--- src/rtl/matrix_result_streamer_pkg.sv ---
// Shared definitions for the matrix result streamer: word width, FSM states,
// and the flat-bus bit offset of element (r,c).
package matrix_result_streamer_pkg;

  localparam int WORD_W = 32;

  typedef enum logic [1:0] {
    ST_IDLE   = 2'd0,
    ST_STREAM = 2'd1,
    ST_DONE   = 2'd2
  } state_t;

  function automatic int elem_lsb(input int r, input int c, input int n);
    return (r * n + c) * WORD_W;
  endfunction

endpackage

--- src/rtl/matrix_result_streamer_rowcol_counter.sv ---
// Row-major (row, col) walker over an n x n matrix; at_last flags the final cell.
module rowcol_counter #(
  parameter  int n   = 4,
  localparam int RCW = (n > 1) ? $clog2(n) : 1
) (
  input  logic           clk,
  input  logic           reset,
  input  logic           clear,
  input  logic           advance,
  output logic [RCW-1:0] row,
  output logic [RCW-1:0] col,
  output logic           at_last
);

  localparam logic [RCW-1:0] LAST_IDX = RCW'(n - 1);

  logic [RCW-1:0] r_row;
  logic [RCW-1:0] r_col;

  always_ff @(posedge clk) begin
    if (reset || clear) begin
      r_row <= '0;
      r_col <= '0;
    end else if (advance) begin
      if (r_col == LAST_IDX) begin
        r_col <= '0;
        r_row <= (r_row == LAST_IDX) ? '0 : r_row + 1'b1;
      end else begin
        r_col <= r_col + 1'b1;
      end
    end
  end

  assign row     = r_row;
  assign col     = r_col;
  assign at_last = (r_row == LAST_IDX) && (r_col == LAST_IDX);

endmodule

--- src/rtl/matrix_result_streamer.sv ---
// Captures a level-held n x n result matrix into a shadow register and streams
// it out element by element (row-major) over a valid/ready handshake.
module matrix_result_streamer
  import matrix_result_streamer_pkg::*;
#(
  parameter  int n   = 4,
  localparam int RCW = (n > 1) ? $clog2(n) : 1
) (
  input  logic                  clk,
  input  logic                  reset,
  input  logic [WORD_W*n*n:0]   matrix_in,
  input  logic                  in_ready,
  input  logic                  enable,
  output logic [WORD_W-1:0]     m_data,
  output logic                  m_valid,
  input  logic                  m_ready,
  output logic                  m_last,
  output logic [RCW-1:0]        m_row,
  output logic [RCW-1:0]        m_col,
  output logic                  busy
);

  localparam int FLAT_W = WORD_W * n * n;
  localparam int NELEM  = n * n;
  localparam int IDXW   = (NELEM > 1) ? $clog2(NELEM) : 1;

  state_t              r_state;
  state_t              w_state_next;
  logic                w_capture;
  logic                w_xfer;
  logic                w_at_last;
  logic [RCW-1:0]      w_row;
  logic [RCW-1:0]      w_col;
  logic [IDXW-1:0]     w_idx;
  logic [FLAT_W-1:0]   r_shadow;
  logic [WORD_W-1:0]   w_words [NELEM];
  logic                w_unused_top;

  // The extra top bit of the input bus carries no data.
  assign w_unused_top = matrix_in[FLAT_W];

  always_comb begin
    w_state_next = r_state;
    w_capture    = 1'b0;
    w_xfer       = 1'b0;
    case (r_state)
      ST_IDLE: begin
        if (in_ready && enable) begin
          w_capture    = 1'b1;
          w_state_next = ST_STREAM;
        end
      end
      ST_STREAM: begin
        w_xfer = m_ready;
        if (m_ready && w_at_last) w_state_next = ST_DONE;
      end
      ST_DONE: begin
        // Hold here until the controller drops its level so one result streams once.
        if (!in_ready) w_state_next = ST_IDLE;
      end
      default: w_state_next = ST_IDLE;
    endcase
  end

  always_ff @(posedge clk) begin
    if (reset) r_state <= ST_IDLE;
    else       r_state <= w_state_next;
  end

  always_ff @(posedge clk) begin
    if (reset)          r_shadow <= '0;
    else if (w_capture) r_shadow <= matrix_in[FLAT_W-1:0];
  end

  rowcol_counter #(.n(n)) u_rowcol (
    .clk     (clk),
    .reset   (reset),
    .clear   (w_capture),
    .advance (w_xfer),
    .row     (w_row),
    .col     (w_col),
    .at_last (w_at_last)
  );

  for (genvar gi = 0; gi < NELEM; gi++) begin : g_words
    assign w_words[gi] = r_shadow[elem_lsb(gi / n, gi % n, n) +: WORD_W];
  end

  assign w_idx = IDXW'(w_row) * IDXW'(n) + IDXW'(w_col);

  assign m_valid = (r_state == ST_STREAM);
  assign m_data  = m_valid ? w_words[w_idx] : '0;
  assign m_last  = m_valid && w_at_last;
  assign m_row   = w_row;
  assign m_col   = w_col;
  assign busy    = (r_state != ST_IDLE);

endmodule

--- config.mk ---
export PLATFORM = sky130hd
export DESIGN_NAME = matrix_result_streamer
export DESIGN_NICKNAME = d
export VERILOG_FILES = /design/src/rtl/matrix_result_streamer_pkg.sv /design/src/rtl/matrix_result_streamer_rowcol_counter.sv /design/src/rtl/matrix_result_streamer.sv
export SDC_FILE = /design/constraint.sdc
export NUM_CORES = 1
export LEC_CHECK = 0
export BUFFER_PORTS_ARGS = -buffer_cell sky130_fd_sc_hd__buf_2
export CORE_MARGIN = 5
export CORE_UTILIZATION = 30
export CTS_BUF_LIST = sky130_fd_sc_hd__clkbuf_8 sky130_fd_sc_hd__clkbuf_16
export CTS_CLUSTER_SIZE = 16
export DETAILED_ROUTE_END_ITERATION = 10
export GPL_TIMING_DRIVEN = 0
export PLACE_DENSITY_LB_ADDON = 0.25
export SYNTH_ARGS = -nofsm -noshare
export SYNTH_HDL_FRONTEND = slang
export SYNTH_SLANG_ARGS = --single-unit
--- constraint.sdc ---
create_clock -name clk -period 1.9 [get_ports clk]
set_input_delay 0.475 -clock clk [delete_from_list [all_inputs] [get_ports clk]]
set_output_delay 0.475 -clock clk [all_outputs]
set_load 0.02 [all_outputs]
Yosys cells after proc, flatten, opt, wreduce, memory -nomap -nowiden
Index checks and enable logic that the tools add are counted.
W data, S select, Z words.
- add/sub/neg operators: 3
- $mul: 0
- div/mod/pow operators: 0
- $lt $le $gt $ge: 1
- equality and inequality tests: 7
- shift operators: 0
- mux-type cells: 13
- bitwise logic cells: 1
- reductions and logical operators: 9
- operators with widths (kind ; count):
    $bmux W32 S4 ; 1
    $mux W32 ; 3
    $mux W2 ; 5
    $eq A2 B2 Y1 const B ; 3
    $pmux W2 S3 ; 1
    $ge A5 B5 Y1 const B ; 1
    $not A4 Y5 ; 1
    $add A2 B1 Y2 const B ; 2
    $add A4 B2 Y4 ; 1
    $logic_and A1 B1 Y1 ; 4
    $ne A2 B2 Y1 const B ; 2
    $mux W1 ; 3
    $reduce_and A3 Y1 ; 1
    $eq A2 B1 Y1 const B ; 1
    $logic_not A2 Y1 ; 1
    $ne A2 B1 Y1 const B ; 1
    $reduce_and A2 Y1 ; 1
    $reduce_bool A2 Y1 ; 1
    $logic_or A1 B1 Y1 ; 1
- bits in registers: 518
- latch bits: 0
- memory bits (writable): 0
- bits in read-only memories: 0
- input bits: 518
- logic and storage cells: 38
- memories kept: 0

Longest topological paths before layout
Gate-level depths: netlist of run 1.
- word-level depth: 6
- gate-level depth with buffers: 8
- depth with buffers taken out: 4

Modules after synthesis
Synthesis of run 1 repeated with hierarchy kept, for this count alone.
- cell total of the unflattened synthesis: 2800
- area total of the unflattened synthesis: 22521.6 um^2
- modules (own cells, without submodules) (module ; times used ; cells each ; area an instance (um^2) ; seq. area each (um^2)):
    matrix_result_streamer ; 1 ; 2781 ; 22320.2 ; 10289.9
    rowcol_counter ; 1 ; 19 ; 201.4 ; 80.1

Worst setup path before layout of run 1
No wires, ideal clock.
- path kind: reg2out
- start point: reg u_rowcol.r_col[0], in the netlist u_rowcol.col[0]
- end point: out m_data[21]
- data arrival time: 1.737 ns
- required time: 1.425 ns
- slack: -0.312 ns
- cell stages (with the launch flop): 8
- cell sequence: dfxtp_1 > buf_2 > buf_4 > buf_4 > mux2i_1 > a22oi_1 > nand2_1 > o21ai_0
- cells in the longest elaborated chain, start to end: 6
- RTL lines (what ; RTL line ; RTL):
    from (decl) ; matrix_result_streamer_rowcol_counter.sv:18 ; logic [RCW-1:0] r_col;
    from (signal assigned) ; matrix_result_streamer_rowcol_counter.sv:29 ; r_col <= r_col + 1'b1;
    $add A4 B2 Y4 ; matrix_result_streamer.sv:89 ; assign w_idx = IDXW'(w_row) * IDXW'(n) + IDXW'(w_col);
    $not A4 Y5 (not written as such) ; matrix_result_streamer.sv:92 ; assign m_data = m_valid ? w_words[w_idx] : '0;
    $bmux W32 S4 ; matrix_result_streamer.sv:92 ;
    $mux W32 (not written as such) (2 in series) ; matrix_result_streamer.sv:92 ;
    $mux W32 ; matrix_result_streamer.sv:92 ;
    to (decl) ; matrix_result_streamer.sv:14 ; output logic [WORD_W-1:0] m_data,
Every way passes these cells. The select of a mux whose other input is x is not followed.

Worst setup path after layout of run 1
- start point: reg u_rowcol.r_col[0], in the netlist u_rowcol.col[0]
- end point: out m_data[28]
The elaborated chain is that of the path after synthesis.

==> metrics.yaml, run 1 <==
outcome: "finished, violations left"
violations: "negative setup slack"
yosysWarnings: 0
avgSynthCellArea_um2: 7.959
r2r-end: "r_shadow[0]$_SDFFE_PP0P_"
p_leak_nw: 11.53
area.growth.synth_to_final_pct: 42.02
dp_slack_ns: -1.336
avgRoutedWirePerCell_um: 24.89
clock_latency_ns: 0.62
place_inst: 4326
pwr-share-comb_pct: 13.0
cts_buffer_depth: 3
drt_iter0_drc: 1672
synthTopCellsByCount: "nand2_1 (1062), dfxtp_1 (518), a21oi_1 (514), mux2i_1 (258), a22oi_1 (128)"
slew_headroom_pct: 48.73
r2r_slack_ns: 0.15
maxCapViolations: 0
tritoncts: "done"
postCtsHoldBufs: 0
critPathRequiredTime_ns: 1.42
ys_seq_elements: 518
start_kind: "register"
max_stage_delay_ns: 0.35
synth-seq-area-share_pct: 46.48
core_um2: 74070
drt-vias-per-instance: 5.030
startpoint: "u_rowcol.col[0]$_SDFFE_PP0P_"
final_cells: 4457
worstSetupEndpointType: "primary output"
swShare_pct: 26.61
ant_nets: 0
worstRegToRegCells: 7
crit_chain: "buf_12, buf_12, buf_16, mux2i_1, a22oi_2, nand2_2, o21ai_4, buf_6"
fin_ws_ns: -1.088
io_buffers: 554
hold_slack_ns: 0.09152
setup-tns-final_ns: -32.03
start_util_pct: 30.12
clk_pin_slew_ns: 0.06
antenna_found_initial: 1
drc: 0
critical_path.max_fanout: 8
multi_input_area_um2: 12700
grtUsageMet3_pct: 4.673
grt_max_degree: 16
path_depth: 8
min_period_ns: 2.988
hpwl_mm: 86.99
worstMarginPinSlew_ns: 0.7690
mappedNetlistArea_um2: 22310
cpMostUsedCell: "buf_12"
synth_flop_cell: "dfxtp_1"
irDropWorstVdd_mv: 0.6765
hold_viol_final: 0
max_freq_ghz: 0.3347
setup_violations: 33
cts_sinks: 518
holdPathStages: 3
final_cell_area_um2: 31680
synth_area_leaders: "dfxtp_1 (46%), nand2_1 (18%), mux2i_1 (12%)"
syn-instance-count: 2803
die_w_um: 282.7
critPathBufInv: 4
drive_above_1_share_pct: 32.43
n_fill_cell: 7642
power.switching_mw: 7.320
power_frac_clock_pct: 44.4
timing.rr.start: "r_state[0]$_SDFFE_PP0P_"
wirelength_mm: 111.0
syn-num-nets: 3323
postPlaceCellArea_um2: 26450
diodes: 0
gp_congestion: 0.9167
fin_crit_sh_pct: 157.2
synthMostInstantiatedCell: "nand2_1"
synth_edf_count: 0
grt-busiest-layer: "met2"
p_int_mw: 20.19
grt_usage_pct: 26.42
synthArstFlopShare_pct: 0
seqCellArea_um2: 10390
layout.nets: 3961
power.density_nw_per_um2: 868.4
synth_cell_types: 27
io_pins: 557
critPathTopFamily: "buffers and inverters"
critPathKind: "reg2out"
first_pass_iters: 5
grt_overflow: 0
rows: 100
synth_top_area_cell: "dfxtp_1"
cp_data_arrival_time_ns: 2.51
cts_buffers: 58
grt_use_met1_pct: 33.08
rsz0062_at_grt: "yes"
dieArea_um2: 79920
crit_end: "m_data[28]"
power_frac_seq_pct: 42.6
maxSlewViolCount: 0
clock_skew_ns: 0.02337
post-synth-top-area-fraction_pct: 46.48
num_vias: 22420
cts_max_level: 2
die_y_um: 282.7
grt_pass1_vias: 21740
critPathSlowestCell: "dfxtp_4"
grt_pass1_wl_mm: 152.3
hp-class: "in2reg"
use_met2_pct: 46.32
clockRootBuffer: "clkbuf_16"
## worst register-to-register path, cell delays in order, from the launching register on
cell,delay [ns]
dfxtp_2,0.34
nor2b_2,0.05
nand3b_1,0.08
buf_4,0.26
buf_2,0.31
buf_2,0.40
nand2_1,0.11
a21oi_1,0.14
## how the worst min path moves through the flow
stage	endpoint	slack, ns	from
final	r_shadow[237]$_SDFFE_PP0P_	0.09	matrix_in[237]
after global routing	r_shadow[223]$_SDFFE_PP0P_	0.08	matrix_in[223]
after CTS	r_shadow[180]$_SDFFE_PP0P_	0.06	matrix_in[180]
after detailed placement	r_shadow[408]$_SDFFE_PP0P_	0.45	r_shadow[408]$_SDFFE_PP0P_
after global placement	r_shadow[361]$_SDFFE_PP0P_	0.44	r_shadow[361]$_SDFFE_PP0P_
after floorplan	r_shadow[0]$_SDFFE_PP0P_	0.44	r_shadow[0]$_SDFFE_PP0P_
## layer usage
layer / up-vias / wire length [um]
li1: 10720 / -
met1: 10730 / 45590
met2: 817 / 54150
met3: 149 / 7066
met4: 0 / 4151
met5: - / 0
## cell type report
type                       count  area share, %
buffer                       235          5.785
sequential                   518          32.78
clock inverter                39          1.520
timing repair buffer         580          10.95
clock buffer                  68          5.051
multi-input combinational   2048          40.09
tap                          969          3.827
## cells by family (layout without fill, tap and decap cells)
group | after synthesis | count (layout) | synth area share, %
adder cells (fa/ha/maj) | 2 | 2 | 0.1122
buffers and inverters | 237 | 922 | 6.119
AO/OA/AOI/OAI | 676 | 676 | 16.62
multiplexers | 258 | 258 | 11.58
AND/OR/NAND/NOR | 1112 | 1112 | 19.09
flip-flops | 518 | 518 | 46.48
## sequential cells by signal, summed over array words and instances, names as in the netlist
| signal | count |
|---|---|
| r_state | 2 |
| r_shadow | 512 |
| u_rowcol.col | 2 |
| u_rowcol.row | 2 |
## cell usage in the layout (no fill, tap or decap), types with 13 or more instances in the layout
| cell type | count |
|---|---|
| mux2i_1 | 145 |
| buf_4 | 25 |
| a21oi_1 | 514 |
| o21ai_4 | 23 |
| clkbuf_16 | 64 |
| a22oi_1 | 48 |
| a22oi_2 | 80 |
| buf_16 | 17 |
| buf_6 | 71 |
| buf_12 | 13 |
| nand3_4 | 20 |
| clkbuf_1 | 57 |
| mux2i_4 | 76 |
| dfxtp_1 | 512 |
| buf_2 | 602 |
| mux2i_2 | 37 |
| clkinv_2 | 13 |
| nand2_1 | 1056 |
## metrics by stage
step / power (mW) / utilization [%]
after floorplan: 13.40 / -
after global placement: 14.94 / 35.71
after detailed placement: 14.97 / 35.71
after CTS: 27.57 / 42.09
after global routing: 28.45 / 42.77
final: 27.51 / 42.77
## power groups by stage
stage,logic [mW],clock network [mW],registers (mW)
after floorplan,1.60,0,11.8
final,3.58,12.2,11.7
after global routing,3.84,12.8,11.8
after CTS,3.52,12.3,11.7
after detailed placement,3.10,0,11.9
after global placement,3.08,0,11.9
## timing repair
item                                    4_1_cts  5_1_grt
hold endpoints to repair                      0        0
pin swaps                                    56       37
gates cloned                                  7        5
resized for setup                           496       84
buffers inserted                              5        9
endpoints found under the setup margin       99       40
Note: power is estimated with default switching activity, not from simulation.
==> run 2: changes to the inputs <==
Settings changed: PLACE_DENSITY set to 0.49, PLACE_DENSITY_LB_ADDON 0.25 to not set.
==> run 2 against run 1 <==
Critical path type unchanged. The flow still finishes with violations (negative setup slack). Largest power group is now registers. Count of clock-buffer cells in the layout rose by 8. Global-route usage is 0.089 points higher. Total power is 4.1% lower. Sequential share of layout area up 0.31 points. Final area shrank 0.94%.
==> metrics.yaml, run 2 (same netlist as run 1, synthesis figures left out) <==
clock_latency_ns: 0.62  # about the same
critPathTopFamily: "buffers and inverters"  # unchanged
slew_headroom_pct: 44.43  # was 48.73%
antenna_found_initial: 0  # was 1
io_pins: 557  # unchanged
die_y_um: 282.7  # unchanged
n_fill_cell: 7780  # was 7642
layout.nets: 3973  # was 3961
largest_reg_flops: 512  # unchanged
fin_ws_ns: -1.075  # was -1.088 ns
die_w_um: 282.7  # unchanged
layout.cells.most_common_list: "nand2_1 (1053), buf_2 (603), a21oi_1 (514), dfxtp_1 (512), mux2i_1 (152)"  # was nand2_1 (1056), buf_2 (602), a21oi_1 (514), dfxtp_1 (512), mux2i_1 (145)
gp_congestion: 0.8970  # was 0.9167
rows: 100  # unchanged
drt_iter0_drc: 1534  # was 1672
drc: 0  # unchanged
hpwl_mm: 87.91  # was 86.99 mm
fin_crit_sh_pct: 156.6  # was 157.2%
dieArea_um2: 79920  # unchanged
top_register: "r_shadow"  # unchanged
io_buffers: 554  # unchanged
r2r_slack_ns: 0.12  # was 0.15 ns
clk_pin_slew_ns: 0.06  # about the same
worstSetupEndpointType: "primary output"  # unchanged
clock_skew_ns: 0.01591  # was 0.02337 ns
first_pass_iters: 5  # unchanged
diodes: 0  # unchanged
final_cell_area_um2: 31380  # was 31680 um2
violations: "negative setup slack"  # unchanged
fin_util_pct: 42.37  # was 42.77%
setup_violations: 33  # unchanged
cts_sinks: 518  # unchanged
p_leak_nw: 11.53  # about the same
wirelength_mm: 111.8  # was 111.0 mm
maxCapViolations: 0  # unchanged
rsz0062_at_grt: "yes"  # unchanged
max_stage_delay_ns: 0.37  # was 0.35 ns
cp_data_arrival_time_ns: 2.50  # was 2.51 ns
hold_slack_ns: 0.09254  # was 0.09152 ns
cts_buffer_depth: 3  # unchanged
total_power_mw: 26.38  # was 27.51 mW
drive_above_1_share_pct: 32.25  # was 32.43%
place_inst: 4326  # unchanged
worstMarginPinSlew_ns: 0.8335  # was 0.7690 ns
grt_overflow: 0  # unchanged
core_um2: 74070  # unchanged
power.density_nw_per_um2: 840.7  # was 868.4 nW/um2
crit_chain: "buf_12, buf_16, buf_12, mux2i_1, a22oi_2, nand3_4, o21ai_4, buf_6"  # was buf_12, buf_12, buf_16, mux2i_1, a22oi_2, nand2_2, o21ai_4, buf_6
postCtsHoldBufs: 0  # unchanged
critPathKind: "reg2out"  # unchanged
critical_path.max_fanout: 10  # was 8
hold_viol_final: 0  # unchanged
mostFrequentLayoutCell: "nand2_1"  # unchanged
postPlaceCellArea_um2: 26450  # unchanged
outcome: "finished, violations left"  # unchanged
start_kind: "register"  # unchanged
critPathRequiredTime_ns: 1.42  # about the same
max_freq_ghz: 0.3362  # was 0.3347 GHz
maxSlewViolCount: 0  # unchanged
cts_max_level: 2  # unchanged
cpMostUsedCell: "buf_12"  # unchanged
num_vias: 22450  # was 22.42k
avgRoutedWirePerCell_um: 25.06  # was 24.89 um
critPathBufInv: 4  # unchanged
grt_usage_pct: 26.51  # was 26.42%
critPathSlowestCell: "dfxtp_4"  # unchanged
grt_pass1_wl_mm: 152.3  # about the same
final_cells: 4464  # was 4457
irDropWorstVdd_mv: 0.6459  # was 0.6765 mV
tritoncts: "done"  # unchanged
drt-vias-per-instance: 5.028  # was 5.030
grt_max_degree: 15  # was 16
grt_pass1_vias: 21880  # was 21.74k
clockRootBuffer: "clkbuf_16"  # unchanged
cts_buffers: 59  # was 58
ant_nets: 0  # unchanged
min_period_ns: 2.975  # was 2.988 ns
area.growth.synth_to_final_pct: 40.68  # was 42.02%
start_util_pct: 30.12  # unchanged
hp-class: "in2reg"  # unchanged
-- run 2: power by group --
group / switching (mW) / internal, mW / total (mW) / leakage, nW
Combinational: 2.11 / 1.46 / 3.57 / 6.31
Clock: 4.71 / 6.38 / 11.1 / 0.986
Sequential: 0.343 / 11.4 / 11.7 / 4.23
Total: 7.17 / 19.2 / 26.4 / 11.5
-- run 2: final timing paths --
kind	from	to	cells past startpoint
setup reg to reg	r_state[0]$_SDFFE_PP0P_	r_shadow[96]$_SDFFE_PP0P_	7
hold / removal	matrix_in[429]	r_shadow[429]$_SDFFE_PP0P_	3
hold reg to reg	r_shadow[406]$_SDFFE_PP0P_	r_shadow[406]$_SDFFE_PP0P_	2
setup / recovery	u_rowcol.col[0]$_SDFFE_PP0P_	m_data[18]	8
-- run 2: per-layer routing --
layer	GRT usage, %	part of all wire [%]	vias up
met4	6.971	2.8	0
met3	4.336	6.9	128
met2	47.15	50	805
met1	33.53	41	10780
met5	0	0	-
li1	-	-	10740
-- run 2: cell type report --
type	count	area [um2]	share of cell area [%]
Timing Repair Buffer	590	3456	11.01
Clock buffer	76	1710	5.450
Tap cell	969	1212	3.863
Clock inverter	27	150.1	0.4784
Sequential cell	518	10390	33.09
Buffer	236	1893	6.032
Multi-Input combinational cell	2048	12580	40.08
-- run 2: repair_timing --
item,in CTS,in global routing
gates resized for setup,446,124
buffers inserted,16,12
endpoints found under the setup margin,123,101
gates cloned,6,3
pin swaps,51,54
-- run 2: tightest hold or removal path, cell delays in order --
cell and delay (ns):
buf_2 0.09, nand2_1 0.04, a21oi_1 0.05
-- run 2: per-stage QoR --
step                setup slack, ns  setup TNS (ns)
floorplan                  -0.01510        -0.01510
global placement             -1.244         -206.72
detailed placement           -1.241         -207.53
CTS                          -1.131          -34.42
global route                 -1.121          -34.05
finish                       -1.075          -32.25
